### config.mk
export PLATFORM = sky130hd
export DESIGN_NAME = line_tx_arbiter_flat
export DESIGN_NICKNAME = d
export VERILOG_FILES = /design/src/rtl/line_tx_arbiter_if.sv /design/src/rtl/line_tx_arbiter.sv /design/src/flat_wrapper.sv
export SDC_FILE = /design/constraint.sdc
export NUM_CORES = 1
export LEC_CHECK = 0
export CORE_ASPECT_RATIO = 2
export CORE_MARGIN = 5
export CORE_UTILIZATION = 25
export DETAILED_ROUTE_END_ITERATION = 10
export PLACE_DENSITY = 0.54
export SLEW_MARGIN = 0
export SYNTH_ARGS = -nofsm -noshare
export SYNTH_HDL_FRONTEND = slang
export SYNTH_SLANG_ARGS = --single-unit
### constraint.sdc
create_clock -name i_clk -period 2.8 [get_ports i_clk]
set_input_delay 0.56 -clock i_clk [delete_from_list [all_inputs] [get_ports i_clk]]
set_output_delay 0.56 -clock i_clk [all_outputs]
set_load 0.01 [all_outputs]
### src/rtl/line_tx_arbiter_if.sv
// rtl/line_tx_arbiter_if.sv - requester and transmitter signal bundle for line_tx_arbiter
// slave is the arbiter's view; master is the client/transmitter side.
interface line_tx_arbiter_if #(
  parameter int N_REQ = 4
);
  logic [N_REQ-1:0]   i_req;
  logic [8*N_REQ-1:0] i_req_data;
  logic [2*N_REQ-1:0] i_req_mode;
  logic [N_REQ-1:0]   o_ack;
  logic [N_REQ-1:0]   o_err;
  logic [7:0]         o_tx_data;
  logic [1:0]         o_tx_mode;
  logic               o_tx_start_n;
  logic               i_tx_int;

  modport slave (
    input  i_req, i_req_data, i_req_mode, i_tx_int,
    output o_ack, o_err, o_tx_data, o_tx_mode, o_tx_start_n
  );

  modport master (
    output i_req, i_req_data, i_req_mode, i_tx_int,
    input  o_ack, o_err, o_tx_data, o_tx_mode, o_tx_start_n
  );
endinterface

### src/rtl/line_tx_arbiter.sv
// rtl/line_tx_arbiter.sv - round-robin arbiter sharing one line_tx transmitter
// Grants a requester, strobes the transmitter, then acks on its done edge or errors on timeout.
module line_tx_arbiter #(
  parameter int N_REQ     = 4,
  parameter int ID_W      = 2,
  parameter int START_LEN = 2,
  parameter int TIMEOUT   = 4095
) (
  input  logic            i_clk,
  input  logic            i_rst_n,
  line_tx_arbiter_if.slave bus,
  output logic            o_busy,
  output logic [ID_W-1:0] o_grant_id
);

  typedef enum logic [2:0] {
    ST_IDLE,
    ST_LOAD,
    ST_START,
    ST_WAIT,
    ST_DONE
  } state_t;

  localparam logic [ID_W:0]  NREQ_W    = (ID_W+1)'(N_REQ);
  localparam logic [15:0]    START_END = 16'(START_LEN - 1);
  localparam logic [15:0]    TMO_W     = 16'(TIMEOUT);
  localparam logic [N_REQ-1:0] ONE_HOT0 = N_REQ'(1);

  state_t            state_q;
  logic [ID_W-1:0]   ptr_q;
  logic [ID_W-1:0]   grant_q;
  logic [15:0]       cnt_q;
  logic [15:0]       cnt_d;
  logic              int_q;
  logic [7:0]        tx_data_q;
  logic [1:0]        tx_mode_q;
  logic              start_n_q;
  logic [N_REQ-1:0]  ack_q;
  logic [N_REQ-1:0]  err_q;

  logic              pick_found;
  logic [ID_W-1:0]   pick_idx;
  logic [ID_W:0]     pick_sum;
  logic [7:0]        sel_data;
  logic [1:0]        sel_mode;
  logic              tx_rise;

  // Search ptr+1, ptr+2, ... with wrap so the last winner gets lowest priority.
  always_comb begin
    pick_found = 1'b0;
    pick_idx   = '0;
    pick_sum   = '0;
    for (int k = 1; k <= N_REQ; k++) begin
      pick_sum = {1'b0, ptr_q} + (ID_W+1)'(k);
      if (pick_sum >= NREQ_W) begin
        pick_sum = pick_sum - NREQ_W;
      end
      if (!pick_found && bus.i_req[pick_sum[ID_W-1:0]]) begin
        pick_found = 1'b1;
        pick_idx   = pick_sum[ID_W-1:0];
      end
    end
  end

  always_comb begin
    sel_data = 8'h00;
    sel_mode = 2'b00;
    for (int k = 0; k < N_REQ; k++) begin
      if (pick_idx == ID_W'(k)) begin
        sel_data = bus.i_req_data[8*k +: 8];
        sel_mode = bus.i_req_mode[2*k +: 2];
      end
    end
  end

  assign cnt_d   = cnt_q + 16'd1;
  assign tx_rise = bus.i_tx_int & ~int_q;

  always_ff @(posedge i_clk or negedge i_rst_n) begin
    if (!i_rst_n) begin
      state_q   <= ST_IDLE;
      ptr_q     <= ID_W'(N_REQ - 1);
      grant_q   <= '0;
      cnt_q     <= '0;
      int_q     <= 1'b0;
      tx_data_q <= 8'h00;
      tx_mode_q <= 2'b00;
      start_n_q <= 1'b1;
      ack_q     <= '0;
      err_q     <= '0;
    end else begin
      // Sampled every cycle so a level already high when WAIT begins is not an edge.
      int_q <= bus.i_tx_int;
      case (state_q)
        ST_IDLE: begin
          if (pick_found) begin
            tx_data_q <= sel_data;
            tx_mode_q <= sel_mode;
            grant_q   <= pick_idx;
            state_q   <= ST_LOAD;
          end
        end
        ST_LOAD: begin
          start_n_q <= 1'b0;
          cnt_q     <= '0;
          state_q   <= ST_START;
        end
        ST_START: begin
          if (cnt_q == START_END) begin
            start_n_q <= 1'b1;
            cnt_q     <= '0;
            state_q   <= ST_WAIT;
          end else begin
            cnt_q <= cnt_d;
          end
        end
        ST_WAIT: begin
          cnt_q <= cnt_d;
          if (tx_rise) begin
            ack_q   <= ONE_HOT0 << grant_q;
            state_q <= ST_DONE;
          end else if (cnt_d == TMO_W) begin
            err_q   <= ONE_HOT0 << grant_q;
            state_q <= ST_DONE;
          end
        end
        ST_DONE: begin
          ack_q   <= '0;
          err_q   <= '0;
          ptr_q   <= grant_q;
          cnt_q   <= '0;
          state_q <= ST_IDLE;
        end
        default: state_q <= ST_IDLE;
      endcase
    end
  end

  assign o_busy           = (state_q != ST_IDLE);
  assign o_grant_id       = grant_q;
  assign bus.o_tx_data    = tx_data_q;
  assign bus.o_tx_mode    = tx_mode_q;
  assign bus.o_tx_start_n = start_n_q;
  assign bus.o_ack        = ack_q;
  assign bus.o_err        = err_q;

endmodule

### src/flat_wrapper.sv
// flat-port wrapper written by rule: the top's interface ports become plain ports
module line_tx_arbiter_flat 
#(
  parameter int N_REQ     = 4,
  parameter int ID_W      = 2,
  parameter int START_LEN = 2,
  parameter int TIMEOUT   = 4095
)
  (i_clk, i_rst_n, o_busy, o_grant_id, bus_i_req, bus_i_req_data, bus_i_req_mode, bus_i_tx_int, bus_o_ack, bus_o_err, bus_o_tx_data, bus_o_tx_mode, bus_o_tx_start_n);
  line_tx_arbiter_if #(.N_REQ(N_REQ)) bus_i ();
  input  logic i_clk;
  input  logic i_rst_n;
  output logic o_busy;
  output logic [ID_W-1:0] o_grant_id;
  input wire logic [$bits(bus_i.i_req)-1:0] bus_i_req;
  input wire logic [$bits(bus_i.i_req_data)-1:0] bus_i_req_data;
  input wire logic [$bits(bus_i.i_req_mode)-1:0] bus_i_req_mode;
  input wire logic [$bits(bus_i.i_tx_int)-1:0] bus_i_tx_int;
  output wire logic [$bits(bus_i.o_ack)-1:0] bus_o_ack;
  output wire logic [$bits(bus_i.o_err)-1:0] bus_o_err;
  output wire logic [$bits(bus_i.o_tx_data)-1:0] bus_o_tx_data;
  output wire logic [$bits(bus_i.o_tx_mode)-1:0] bus_o_tx_mode;
  output wire logic [$bits(bus_i.o_tx_start_n)-1:0] bus_o_tx_start_n;
  assign bus_i.i_req = bus_i_req;
  assign bus_i.i_req_data = bus_i_req_data;
  assign bus_i.i_req_mode = bus_i_req_mode;
  assign bus_i.i_tx_int = bus_i_tx_int;
  assign bus_o_ack = bus_i.o_ack;
  assign bus_o_err = bus_i.o_err;
  assign bus_o_tx_data = bus_i.o_tx_data;
  assign bus_o_tx_mode = bus_i.o_tx_mode;
  assign bus_o_tx_start_n = bus_i.o_tx_start_n;
  line_tx_arbiter #(.N_REQ(N_REQ), .ID_W(ID_W), .START_LEN(START_LEN), .TIMEOUT(TIMEOUT)) u_core (.i_clk(i_clk), .i_rst_n(i_rst_n), .bus(bus_i), .o_busy(o_busy), .o_grant_id(o_grant_id));
endmodule
==> metrics.cfg <==
[outcome]
status=finished clean

[pwr]
internal_power_mw=1.98
power_density_mw_per_mm2=847
power_frac_comb_pct=45.3
switching_share_pct=36.0
p_leak_nw=1.50
pwr-share-clk_pct=21.7
netSwitchingPower_mw=1.12
ir_drop_mv=0.272
seq_power_share_pct=33.0

[floorplan]
num_io_pins=69
die_y_um=156
num_rows=53
dieArea_mm2=0.0129
design.core.area_mm2=0.0105
start_util_pct=25.3
die_x_um=82.9

[global_route]
grt_pass1_vias=2372
busiest_layer=met2
grt_antenna_before_repair=0
grt_max_degree=44
grt_pass1_wl_mm=12.9
grtUsageTotal_pct=12.4
met3_usage_pct=3.38
grt_use_met2_pct=24.1
grt_use_met1_pct=12.3
overflow=0

[critical_path]
cp_slowest_cell=or4b_1
worstPathRequired_ns=2.97
cp_num_buf_inv=0
critPathKind=flop to flop
r2r_cells=7
crit_family=simple AND/OR/NAND/NOR gates
cpPeakStageDelay_ns=0.52
cp_cell_sequence=ha_1 > nand2_1 > or4b_1 > a21oi_2 > o22ai_2 > nor3_4 > mux2_4
start_kind=flop
critPathMaxFanout=7
cp.arrival_ns=2.68
end_kind=flop
crit_cells=7

[cts]
cts_max_level=2
hold_buffers=0
ctsResizeCount=0
cts_sinks=43
clk_pin_slew_ns=0.06
clock_latency_ns=0.29
post_cts_buffers=0
cts_tree=done
cts-root-buf=clkbuf_16
max-clock-path-buffers=2
numCtsBuffers=5

[logic_synthesis]
netlist_top_cells_area=dfrtp_1 (38%), mux2i_1 (13%), mux2_2 (5.1%), nor2_1 (3.5%), nand2_1 (3.4%)
synth.distinct_cells=45
syn-num-nets=327
avgSynthCellArea_um2=9.59
netlist_instances=277
syn_area_mm2=0.00266
ys_ff_latch=43
synth_top_area_share_pct=37.7
yosysSeqAreaShare_pct=40.7
yosys.area.top_type=dfrtp_1
synth.yosys.warnings=0

[timing]
max_freq_mhz=399
drv_slew=0
hold_violations=0
min_period_over_period_pct=89.5
slew_headroom_pct=34.3
tightest_slew_ns=0.985
setup_viol=0
finalSetupTns_ns=0
rsz0062_at_grt=false
layout_min_cycle_time_ns=2.51
clock_skew_ns=0.00643

[detailed_routing]
drtIter0Drc=103
num_vias=2316
detail-route-antenna-nets=0
wl_mm=7.78
drc=0
vias_per_cell=4.83
first_pass_iters=4
wl_per_cell_um=16.2

[placed_design]
portBuffers=68
dp_cells=472
hpwl_mm=6.10
place.gp.congestion=0.795
dpl-instance-area_mm2=0.00349

[layout]
area_growth_pct=37.8
fin_cells=480
antennaDiodeCount=0
mostFrequentLayoutCells=clkdlybuf4s50_1 (67), dfrtp_1 (40), mux2i_1 (35), nor2_1 (25), nand2_1 (24)
drive_gt1_share_pct=11.7
fin_area_mm2=0.00366
utilization_pct=34.9
nNetsFinal=392
mostFrequentLayoutCell=clkdlybuf4s50_1

[run]
cap_violations=0

[min_path]
hp-class=input port to async pin

synthesized netlist by cell type (all sizes together):
cell / n
o41ai: 1
dfrtp: 40
mux2: 14
o32ai: 1
xnor2: 5
nand2: 24
nor2: 25
mux2i: 35
clkbuf: 9
or3: 3
and3: 4
or4b: 1
o31ai: 7
nor4b: 1
o22ai: 2
o221a: 1
nand3b: 1
ha: 3
a211oi: 4
nand3: 10
nand4: 3
nor3b: 1
xor2: 2
nor3: 6
nand2b: 7
dfstp: 3
inv: 7
nand4b: 1
and2: 3
and4: 1
a21oi: 6
o211ai: 1
nor4: 6
o21ai: 27
nor2b: 5
buf: 7
final timing paths:
check	start	end	slack, ns
worst max-delay path	u_core.cnt_q[0]$_DFFE_PN0P_	u_core.bus.o_err[0]$_DFFE_PN0P_	0.29
worst min-delay path	i_rst_n	u_core.bus.o_ack[3]$_DFFE_PN0P_	0.43
worst max register to register	u_core.cnt_q[0]$_DFFE_PN0P_	u_core.bus.o_err[0]$_DFFE_PN0P_	0.29
worst min register to register	u_core.ptr_q[0]$_DFFE_PN1P_	u_core.ptr_q[0]$_DFFE_PN1P_	0.50
max in group asynchronous	i_rst_n	u_core.cnt_q[6]$_DFFE_PN0P_	1.76
min in group i_clk	u_core.ptr_q[0]$_DFFE_PN1P_	u_core.ptr_q[0]$_DFFE_PN1P_	0.50
state kept, by name, summed over array words and instances, names as in the netlist:
register	count
u_core.cnt_q	16
u_core.bus.o_tx_data	8
u_core.bus.o_ack	4
u_core.bus.o_err	4
u_core.state_q	3
u_core.bus.o_tx_mode	2
u_core.o_grant_id	2
u_core.ptr_q	2
u_core.bus.o_tx_start_n	1
u_core.int_q	1
cell type report:
class                   instances  area [um2]
fillers                      1112        6820
multi-input cells             211        1480
flip-flops and latches         43        1080
repair buffers                 74         733
well taps                     137         171
clock buffers                   5         125
clock inverters                 3        43.8
inverters                       7        26.3
cells by family (layout without fill, tap and decap cells):
kind of cell / Yosys count / after routing / synth area share, %
AND/OR/NAND/NOR: 102 / 102 / 20.6
flip-flops: 43 / 43 / 40.7
multiplexers: 49 / 49 / 19.4
buffers and inverters: 23 / 89 / 4.05
adder cells (fa/ha/maj): 3 / 3 / 1.41
XOR/XNOR: 7 / 7 / 2.31
AO/OA/AOI/OAI: 50 / 50 / 11.5
power groups by stage:
stage | Clock (mW) | Sequential, mW | Combinational, mW
3_3_place_gp | 0 | 1.03 | 1.41
5_1_grt | 0.713 | 1.05 | 1.55
2_1_floorplan | 0 | 1.02 | 0.820
6_report | 0.671 | 1.02 | 1.40
3_5_place_dp | 0 | 1.04 | 1.43
4_1_cts | 0.695 | 1.03 | 1.43
metrics by stage:
stage / worst slack, ns / hold WS [ns] / total power [mW]
final: 0.295 / 0.432 / 3.10
after global placement: 0.230 / 0.488 / 2.44
after global routing: 0.119 / 0.524 / 3.32
after floorplan: 0.559 / 0.264 / 1.84
after CTS: 0.275 / 0.483 / 3.16
after detailed placement: 0.231 / 0.495 / 2.47
per-layer routing:
layer	up-vias	routed length [um]
met5	-	0
met4	0	194
met3	14	439
met2	72	4220
met1	1118	2930
li1	1112	-
No activity file was read; power rests on OpenSTA's default activity.
